## src/rtl/adpll_cfg_pkg.sv

```systemverilog
// adpll_cfg_pkg: shared state encoding, default timing and width constants for the ADPLL config loader.
package adpll_cfg_pkg;
   typedef enum logic [2:0] {S_IDLE, S_CLEAR, S_SETUP, S_PULSE, S_HOLD, S_DONE} state_t;
   localparam int SEL_W         = 3;
   localparam int DEF_N_PARAM   = 8;
   localparam int DEF_VAL_W     = 5;
   localparam int DEF_CLR_CYC   = 4;
   localparam int DEF_SETUP_CYC = 2;
   localparam int DEF_PULSE_CYC = 4;
   localparam int DEF_HOLD_CYC  = 2;
   function automatic int max4(input int a, input int b, input int c, input int d);
      int m;
      m = (a > b) ? a : b;
      m = (c > m) ? c : m;
      return (d > m) ? d : m;
   endfunction
endpackage

```

## src/rtl/adpll_cfg_loader_if.sv

```systemverilog
// adpll_cfg_loader_if: shadow-table write port, sequence control and ADPLL programming outputs.
interface adpll_cfg_loader_if import adpll_cfg_pkg::*; #(parameter int VAL_W = DEF_VAL_W);
   logic             i_wr_en;
   logic [SEL_W-1:0] i_wr_addr;
   logic [VAL_W-1:0] i_wr_data;
   logic             i_inv_all;
   logic             i_start;
   logic             i_abort;
   logic             o_clr;
   logic             o_program;
   logic [SEL_W-1:0] o_param_sel;
   logic [VAL_W-1:0] o_pgm_value;
   logic             o_busy;
   logic             o_done;
   logic             o_wr_err;
   modport slave (input i_wr_en, i_wr_addr, i_wr_data, i_inv_all, i_start, i_abort,
                  output o_clr, o_program, o_param_sel, o_pgm_value, o_busy, o_done, o_wr_err);
   modport master (output i_wr_en, i_wr_addr, i_wr_data, i_inv_all, i_start, i_abort,
                   input o_clr, o_program, o_param_sel, o_pgm_value, o_busy, o_done, o_wr_err);
endinterface

```

## src/rtl/adpll_cfg_timer.sv

```systemverilog
// adpll_cfg_timer: phase down-counter, loaded on state entry, flags zero when the phase ends.
module adpll_cfg_timer #(parameter int W = 3) (
   input  logic         clk,
   input  logic         rst_n,
   input  logic         i_load,
   input  logic [W-1:0] i_value,
   output logic         o_zero
);
   logic [W-1:0] r_cnt;
   always_ff @(posedge clk or negedge rst_n)
      if (!rst_n) r_cnt <= '0;
      else if (i_load) r_cnt <= i_value;
      else if (!o_zero) r_cnt <= r_cnt - 1'b1;
   assign o_zero = (r_cnt == '0);
endmodule

```

## src/rtl/adpll_cfg_loader.sv

```systemverilog
// adpll_cfg_loader: shadow table of ADPLL parameters, replayed as clear/setup/pulse/hold sequences.
module adpll_cfg_loader import adpll_cfg_pkg::*; #(
   parameter int N_PARAM   = DEF_N_PARAM,
   parameter int VAL_W     = DEF_VAL_W,
   parameter int CLR_CYC   = DEF_CLR_CYC,
   parameter int SETUP_CYC = DEF_SETUP_CYC,
   parameter int PULSE_CYC = DEF_PULSE_CYC,
   parameter int HOLD_CYC  = DEF_HOLD_CYC
) (
   input logic clk,
   input logic rst_n,
   adpll_cfg_loader_if.slave bus
);
   localparam int CW = $clog2(max4(CLR_CYC, SETUP_CYC, PULSE_CYC, HOLD_CYC) + 1);
   state_t           r_state;
   logic [VAL_W-1:0] r_data [N_PARAM];
   logic [N_PARAM-1:0] r_valid;
   logic             r_clr, r_prog, r_busy, r_done, r_wr_err;
   logic [SEL_W-1:0] r_sel;
   logic [VAL_W-1:0] r_val;
   logic             w_load, w_zero, w_found;
   logic [CW-1:0]    w_value;
   logic [SEL_W-1:0] w_idx;
   int               w_from;
   adpll_cfg_timer #(.W(CW)) u_timer (.clk(clk), .rst_n(rst_n), .i_load(w_load), .i_value(w_value), .o_zero(w_zero));
   // Table is frozen while busy, so it doubles as the snapshot taken at start.
   always_ff @(posedge clk)
      if (bus.i_wr_en && !r_busy) r_data[bus.i_wr_addr] <= bus.i_wr_data;
   always_ff @(posedge clk or negedge rst_n)
      if (!rst_n) begin
         r_valid  <= '0;
         r_wr_err <= 1'b0;
      end else begin
         r_wr_err <= (bus.i_wr_en || bus.i_inv_all) && r_busy;
         if (!r_busy && bus.i_inv_all) r_valid <= '0;
         if (!r_busy && bus.i_wr_en) r_valid[bus.i_wr_addr] <= 1'b1;
      end
   // Invalid entries are skipped combinationally, so they cost no cycles.
   always_comb begin
      w_from  = (r_state == S_HOLD) ? int'(r_sel) + 1 : 0;
      w_found = 1'b0;
      w_idx   = '0;
      for (int i = N_PARAM - 1; i >= 0; i--)
         if (r_valid[i] && i >= w_from) begin
            w_found = 1'b1;
            w_idx   = SEL_W'(i);
         end
      w_load  = (r_state == S_IDLE) ? bus.i_start : w_zero;
      w_value = (r_state == S_IDLE)  ? CW'(CLR_CYC - 1) :
                (r_state == S_SETUP) ? CW'(PULSE_CYC - 1) :
                (r_state == S_PULSE) ? CW'(HOLD_CYC - 1) : CW'(SETUP_CYC - 1);
   end
   always_ff @(posedge clk or negedge rst_n)
      if (!rst_n) begin
         r_state <= S_IDLE;
         r_clr   <= 1'b0;
         r_prog  <= 1'b0;
         r_sel   <= '0;
         r_val   <= '0;
         r_busy  <= 1'b0;
         r_done  <= 1'b0;
      end else begin
         r_done <= 1'b0;
         if (bus.i_abort && r_busy) begin
            r_state <= S_IDLE;
            r_clr   <= 1'b0;
            r_prog  <= 1'b0;
            r_busy  <= 1'b0;
         end else case (r_state)
            S_IDLE: if (bus.i_start && !bus.i_abort) begin
               r_state <= S_CLEAR;
               r_clr   <= 1'b1;
               r_busy  <= 1'b1;
            end
            S_CLEAR, S_HOLD: if (w_zero) begin
               r_clr <= 1'b0;
               if (w_found) begin
                  r_state <= S_SETUP;
                  r_sel   <= w_idx;
                  r_val   <= r_data[w_idx];
               end else begin
                  r_state <= S_DONE;
                  r_busy  <= 1'b0;
                  r_done  <= 1'b1;
               end
            end
            S_SETUP: if (w_zero) begin
               r_state <= S_PULSE;
               r_prog  <= 1'b1;
            end
            S_PULSE: if (w_zero) begin
               r_state <= S_HOLD;
               r_prog  <= 1'b0;
            end
            default: r_state <= S_IDLE;
         endcase
      end
   assign bus.o_clr       = r_clr;
   assign bus.o_program   = r_prog;
   assign bus.o_param_sel = r_sel;
   assign bus.o_pgm_value = r_val;
   assign bus.o_busy      = r_busy;
   assign bus.o_done      = r_done;
   assign bus.o_wr_err    = r_wr_err;
endmodule
```

## src/flat_wrapper.sv

```systemverilog
// flat-port wrapper written by rule: the top's interface ports become plain ports
module adpll_cfg_loader_flat import adpll_cfg_pkg::*;
#(
   parameter int N_PARAM   = DEF_N_PARAM,
   parameter int VAL_W     = DEF_VAL_W,
   parameter int CLR_CYC   = DEF_CLR_CYC,
   parameter int SETUP_CYC = DEF_SETUP_CYC,
   parameter int PULSE_CYC = DEF_PULSE_CYC,
   parameter int HOLD_CYC  = DEF_HOLD_CYC
)
  (clk, rst_n, bus_i_wr_en, bus_i_wr_addr, bus_i_wr_data, bus_i_inv_all, bus_i_start, bus_i_abort, bus_o_clr, bus_o_program, bus_o_param_sel, bus_o_pgm_value, bus_o_busy, bus_o_done, bus_o_wr_err);
  adpll_cfg_loader_if #(.VAL_W(VAL_W)) bus_i ();
  input logic clk;
  input logic rst_n;
  input wire logic [$bits(bus_i.i_wr_en)-1:0] bus_i_wr_en;
  input wire logic [$bits(bus_i.i_wr_addr)-1:0] bus_i_wr_addr;
  input wire logic [$bits(bus_i.i_wr_data)-1:0] bus_i_wr_data;
  input wire logic [$bits(bus_i.i_inv_all)-1:0] bus_i_inv_all;
  input wire logic [$bits(bus_i.i_start)-1:0] bus_i_start;
  input wire logic [$bits(bus_i.i_abort)-1:0] bus_i_abort;
  output wire logic [$bits(bus_i.o_clr)-1:0] bus_o_clr;
  output wire logic [$bits(bus_i.o_program)-1:0] bus_o_program;
  output wire logic [$bits(bus_i.o_param_sel)-1:0] bus_o_param_sel;
  output wire logic [$bits(bus_i.o_pgm_value)-1:0] bus_o_pgm_value;
  output wire logic [$bits(bus_i.o_busy)-1:0] bus_o_busy;
  output wire logic [$bits(bus_i.o_done)-1:0] bus_o_done;
  output wire logic [$bits(bus_i.o_wr_err)-1:0] bus_o_wr_err;
  assign bus_i.i_wr_en = bus_i_wr_en;
  assign bus_i.i_wr_addr = bus_i_wr_addr;
  assign bus_i.i_wr_data = bus_i_wr_data;
  assign bus_i.i_inv_all = bus_i_inv_all;
  assign bus_i.i_start = bus_i_start;
  assign bus_i.i_abort = bus_i_abort;
  assign bus_o_clr = bus_i.o_clr;
  assign bus_o_program = bus_i.o_program;
  assign bus_o_param_sel = bus_i.o_param_sel;
  assign bus_o_pgm_value = bus_i.o_pgm_value;
  assign bus_o_busy = bus_i.o_busy;
  assign bus_o_done = bus_i.o_done;
  assign bus_o_wr_err = bus_i.o_wr_err;
  adpll_cfg_loader #(.N_PARAM(N_PARAM), .VAL_W(VAL_W), .CLR_CYC(CLR_CYC), .SETUP_CYC(SETUP_CYC), .PULSE_CYC(PULSE_CYC), .HOLD_CYC(HOLD_CYC)) u_core (.clk(clk), .rst_n(rst_n), .bus(bus_i));
endmodule
```

## config.mk

```make
export PLATFORM = sky130hd
export DESIGN_NAME = adpll_cfg_loader_flat
export DESIGN_NICKNAME = d
export VERILOG_FILES = /design/src/rtl/adpll_cfg_pkg.sv /design/src/rtl/adpll_cfg_loader_if.sv /design/src/rtl/adpll_cfg_timer.sv /design/src/rtl/adpll_cfg_loader.sv /design/src/flat_wrapper.sv
export SDC_FILE = /design/constraint.sdc
export NUM_CORES = 1
export LEC_CHECK = 0
export BUFFER_PORTS_ARGS = -buffer_cell sky130_fd_sc_hd__buf_4
export CAP_MARGIN = 20
export CORE_ASPECT_RATIO = 0.9
export CORE_MARGIN = 8
export CORE_UTILIZATION = 30
export DETAILED_ROUTE_END_ITERATION = 10
export MAX_ROUTING_LAYER = met4
export PLACE_DENSITY = 0.55
export RECOVER_POWER = 100
export SLEW_MARGIN = 20
export SYNTH_ARGS = -nofsm -noshare
export SYNTH_HDL_FRONTEND = slang
export SYNTH_SLANG_ARGS = --single-unit
```

## constraint.sdc

```tcl
create_clock -name clk -period 5.7 [get_ports clk]
set_input_delay 0.855 -clock clk [delete_from_list [all_inputs] [get_ports clk]]
set_output_delay 0.855 -clock clk [all_outputs]
set_load 0.03 [all_outputs]
```

==> results of run 1 <==
## cell type report
cell class,count,area (um^2),area share
timing repair buffer,27,128,0.0354
multi-input combinational,167,1100,0.305
sequential,67,1880,0.521
clock buffer,9,225,0.0625
clock inverter,7,83.8,0.0233
tap,129,161,0.0448
inverter,8,30.0,0.00833
## cell usage after synthesis, types with 2 or more instances
cell      count  area share
nand3_1       3      0.0048
a21oi_1       9       0.014
o21ai_0      14       0.022
dfrtp_1      27        0.22
o22ai_1       7       0.014
nand3b_1      2      0.0048
nor2b_1       3      0.0060
a21o_1       10       0.024
nor3_1        6      0.0096
buf_4         2      0.0048
edfxtp_1     40        0.38
and2_1        2      0.0040
buf_6         4       0.014
nand2b_1      4      0.0080
inv_1         8      0.0096
mux2i_1      23       0.074
xnor2_1       2      0.0056
clkbuf_1      4      0.0048
ha_1          3       0.012
nand2_1      20       0.024
a31oi_1       2      0.0040
o31ai_1       2      0.0048
o21a_1        3      0.0072
nor2_1       23       0.028
or3_1         5       0.010
## cells by family after synthesis
logic type	count (synthesis)	synth area share
flip-flops	67	0.600
multiplexers	23	0.0736
AND/OR/NAND/NOR	79	0.137
buffers and inverters	18	0.0336
XOR/XNOR	2	0.00560
AO/OA/AOI/OAI	60	0.138
adder cells (fa/ha/maj)	3	0.0120
## power breakdown
part / total (W) / internal (W) / switching (W)
Sequential: 0.000674 / 0.000591 / 0.0000833
Combinational: 0.000571 / 0.000226 / 0.000345
Clock: 0.000572 / 0.000346 / 0.000226
## per-layer routing
metal  GRT usage  routed length, um
met1       0.136               3360
met2       0.148               3050
met3      0.0279                204
met4      0.0473                124
met5           -                  0
## final timing paths
path | from | cells after the start | to
setup / recovery | u_core.bus.o_param_sel[0] | 10 | u_core.bus.o_pgm_value[3]
hold / removal | u_core.r_valid[5] | 1 | u_core.r_valid[5]
setup reg to reg | u_core.bus.o_param_sel[0] | 10 | u_core.bus.o_pgm_value[3]
hold reg to reg | u_core.r_valid[5] | 1 | u_core.r_valid[5]
max in group asynchronous | rst_n | 1 | u_core.r_valid[1]
min in group asynchronous | rst_n | 1 | u_core.bus.o_clr
## through the flow
step / hold slack (ns) / instance area [um^2] / instances
final: 0.478 / 3600 / 414
after global routing: 0.511 / 3600 / 414
after CTS: 0.445 / 3730 / 414
after detailed placement: 0.467 / 3420 / 398
after global placement: 0.462 / 3420 / 398
after floorplan: 0.450 / 3130 / 252
## state kept, by name, indices dropped and copies added, names as in the netlist
| register | count |
|---|---|
| u_core.r_data | 40 |
| u_core.bus.o_busy | 1 |
| u_core.r_state | 3 |
| u_core.bus.o_param_sel | 3 |
| u_core.bus.o_done | 1 |
| u_core.r_valid | 8 |
| u_core.u_timer.r_cnt | 3 |
| u_core.bus.o_clr | 1 |
| u_core.bus.o_program | 1 |
| u_core.bus.o_wr_err | 1 |
| u_core.bus.o_pgm_value | 5 |
==> results.cfg, run 1 <==
[outcome]
outcome = complete, but fails checks
violations = max-capacitance violations

[timing]
fin_crit_ns = 3.79
relSlewSlack = 0.00467
fin_setup_tns_ns = 0
skew_ns = 0.00888
rsz0062_at_grt = no
worstMarginPinSlew_ns = 1.49
period_share = 0.666
hold_viol = 0
finalSetupViolCount = 0
clock.fmax_mhz = 264
fin_ws_ns = 1.91
maxSlewViolCount = 0

[route]
avgRoutedWirePerCell_um = 16.3
drt_iter0_markers = 93
dr.pass1.iters = 4
ant_nets = 0
drt-total-wl_mm = 6.74
vias_per_cell = 4.89
drc = 0
num_vias = 2023

[grt]
antenna_found_initial = 0
grt_pass1_vias = 1980
grtUsageTotal = 0.104
grt_max_degree = 28
grt_pass1_wl_mm = 10.7
grt-ovfl-total = 0

[final_layout]
area_growth_pct = 15.2
antenna_cells = 0
final_cell_mix = edfxtp_1 (40), dfrtp_1 (27), nor2_1 (23), mux2i_1 (23)
fin_util = 0.353
layout_commonest_cell = edfxtp_1
fill_cells = 1005
nets = 297
drive_above_1_share = 0.105

[power_and_ir_drop]
powerDensity_mw_per_mm2 = 504
leakagePower_nw = 1.50
power_w = 0.00182
peakVddDrop_v = 0.000230

[setup_path]
crit_family = buffers and inverters
cp_max_fo = 21
reg2reg_slack_ns = 1.91
cpMaxStageDelayCell = clkbuf_1
worstSetupPathType = reg2reg
crit_chain = ha_1, nand4bb_1, nor2_1, a2bb2oi_1, a2111oi_0, o22ai_2, clkbuf_1, mux2i_1, o21ai_0, or3_1
crit_path_end_kind = flip-flop
cp.buffers_inverters = 1
worst_ep_required_time_ns = 5.90
cp.arrival_ns = 4.00
max_stage_delay_ns = 1.09
setup.worst_path.start_class = flip-flop

[clock_network]
root_buffer = clkbuf_16
clk_latency_ns = 0.33
numCtsBuffers = 9
cts.sinks = 67
cts.clk_slew.worst_paths_ns = 0.06
cts_tree = done
clockBufferDepth = 2
hold_buffers = 0
cts_resized = 0
post_cts_buffers = 0
ctsHtreeMaxLevel = 3

[place]
hpwl_mm = 4.67
portBuffers = 26
pre_cts_slack_ns = 2.73
gp_congestion = 0.883

[synth]
ys_seq_elements = 67
syn_inst = 252
ys.warnings.count = 0
ys_types = 49
synth_ff_type = edfxtp_1
yosysSeqAreaShare = 0.600
syn_area_mm2 = 0.00313
postSynth.asyncResetShare = 0.403
avgSynthCellArea_um2 = 12.4
synth_fp_nets = 269
synth-edff-count = 40

[floorplan]
start_util = 0.307
coreArea_mm2 = 0.0102
die_w_um = 124
top_level_ports = 27
dieArea_mm2 = 0.0140
rows = 35
die_h_um = 113

[worst_hold_path]
hold_path_class = reg2reg

[run]
maxCapViolCount = 1
Note: power is estimated with default switching activity, not from simulation.
==> inputs of run 2 (changes only) <==
Clock period 5.7 ns to 3.7 ns, I/O delays scaled along.
==> results.cfg, run 2 (synthesized netlist as in run 1, its figures left out) <==
[timing]
worstMarginPinSlew_ns = 1.51
relSlewSlack = -0.00727
fin_ws_ns = 0.517
hold_viol = 0
skew_ns = 0.00799
maxSlewViolCount = 28
finalSetupViolCount = 0
fin_crit_ns = 3.18
fin_setup_tns_ns = 0
clock.fmax_mhz = 314
rsz0062_at_grt = no
whs_ns = 0.444
period_share = 0.860

[floorplan]
rows = 35
start_util = 0.307
dieArea_mm2 = 0.0140
die_w_um = 124
top_level_ports = 27
die_h_um = 113
coreArea_mm2 = 0.0102

[route]
avgRoutedWirePerCell_um = 16.0
drt-total-wl_mm = 6.67
ant_nets = 0
drc = 0
vias_per_cell = 4.85
drt_iter0_markers = 55
num_vias = 2018
dr.pass1.iters = 4

[clock_network]
cts.sinks = 67
root_buffer = clkbuf_16
numCtsBuffers = 9
cts.clk_slew.worst_paths_ns = 0.06
cts_resized = 0
hold_buffers = 0
ctsHtreeMaxLevel = 3
clk_latency_ns = 0.32
clockBufferDepth = 2
post_cts_buffers = 0
cts_tree = done

[setup_path]
cp.buffers_inverters = 1
cp_max_fo = 21
crit_chain = ha_1, nand4bb_4, nor2_1, a2bb2oi_1, a2111oi_4, o22ai_2, clkbuf_2, mux2i_1, o21ai_0, or3_1
cpMaxStageDelayCell = clkbuf_2
crit_family = simple AND/OR/NAND/NOR gates
setup.worst_path.start_class = flip-flop
cp.arrival_ns = 3.38
crit_path_end_kind = flip-flop
max_stage_delay_ns = 0.57
worst_ep_required_time_ns = 3.90
worstSetupPathType = reg2reg

[place]
post_dp_cell_area_mm2 = 0.00343
pre_cts_slack_ns = 0.731
gp_congestion = 0.869
dp_cells = 400
portBuffers = 26
hpwl_mm = 4.75

[grt]
grt_max_degree = 28
antenna_found_initial = 0
grt_pass1_vias = 2025
grt_pass1_wl_mm = 10.6
grtUsageTotal = 0.103
grt-ovfl-total = 0

[final_layout]
layout_commonest_cell = edfxtp_1
drive_above_1_share = 0.115
antenna_cells = 0
final_cell_mix = edfxtp_1 (40), dfrtp_1 (27), nor2_1 (23), mux2i_1 (23), clkbuf_1 (21)
stdcell_area_mm2 = 0.00365
area_growth_pct = 16.6
largest_reg_flops = 40
nets = 299
final_cells = 416
top_register = u_core.r_data

[outcome]
violations = max-capacitance violations, max-slew violations
outcome = complete, but fails checks

[run]
maxCapViolCount = 1

[power_and_ir_drop]
powerDensity_mw_per_mm2 = 767
leakagePower_nw = 1.51
peakVddDrop_v = 0.000284

[worst_hold_path]
hold_path_class = in2reg
-- run 2: layout make-up --
| cell class | count | area, um^2 |
|---|---|---|
| inverters | 8 | 30.0 |
| well taps | 129 | 161 |
| flip-flops and latches | 67 | 1880 |
| clock inverters | 7 | 81.3 |
| fillers | 985 | 6560 |
| repair buffers | 29 | 136 |
| multi-input cells | 167 | 1130 |
| clock buffers | 9 | 225 |
-- run 2: power breakdown --
part           switching (W)  total [W]  internal, W
clock               0.000332   0.000863     0.000532
combinational       0.000538   0.000891     0.000353
sequential          0.000133    0.00104     0.000911
total                0.00100    0.00280      0.00180
-- run 2: final timing paths --
check / startpoint / to / slack, ns / depth (start not counted)
max reg2reg: u_core.bus.o_param_sel[0] / u_core.bus.o_pgm_value[2] / 0.52 / 10
max in group asynchronous: rst_n / u_core.r_valid[3] / 2.23 / 1
min reg2reg: u_core.r_valid[5] / u_core.r_valid[5] / 0.48 / 1
min in group asynchronous: rst_n / u_core.bus.o_clr / 0.59 / 1
min: bus_i_start / u_core.u_timer.r_cnt[2] / 0.44 / 2
max: u_core.bus.o_param_sel[0] / u_core.bus.o_pgm_value[2] / 0.52 / 10
-- run 2: metal layers --
| metal | part of all wire | GRT usage |
|---|---|---|
| met4 | 0.017 | 0.0409 |
| met1 | 0.47 | 0.127 |
| met5 | 0 | - |
| met3 | 0.043 | 0.0304 |
| met2 | 0.47 | 0.156 |
-- run 2: worst reg2reg max path, cell delays in order, from the launching register on --
cell and delay, ns:
dfrtp_1 0.49, ha_1 0.42, nand4bb_4 0.17, nor2_1 0.20
a2bb2oi_1 0.29, a2111oi_4 0.06, o22ai_2 0.14, clkbuf_2 0.57
mux2i_1 0.29, o21ai_0 0.09, or3_1 0.35
-- run 2: through the flow --
stage,power (W),utilization
floorplan,0.00180,-
global placement,0.00200,0.336
detailed placement,0.00202,0.336
CTS,0.00288,0.366
global route,0.00296,0.357
finish,0.00280,0.357
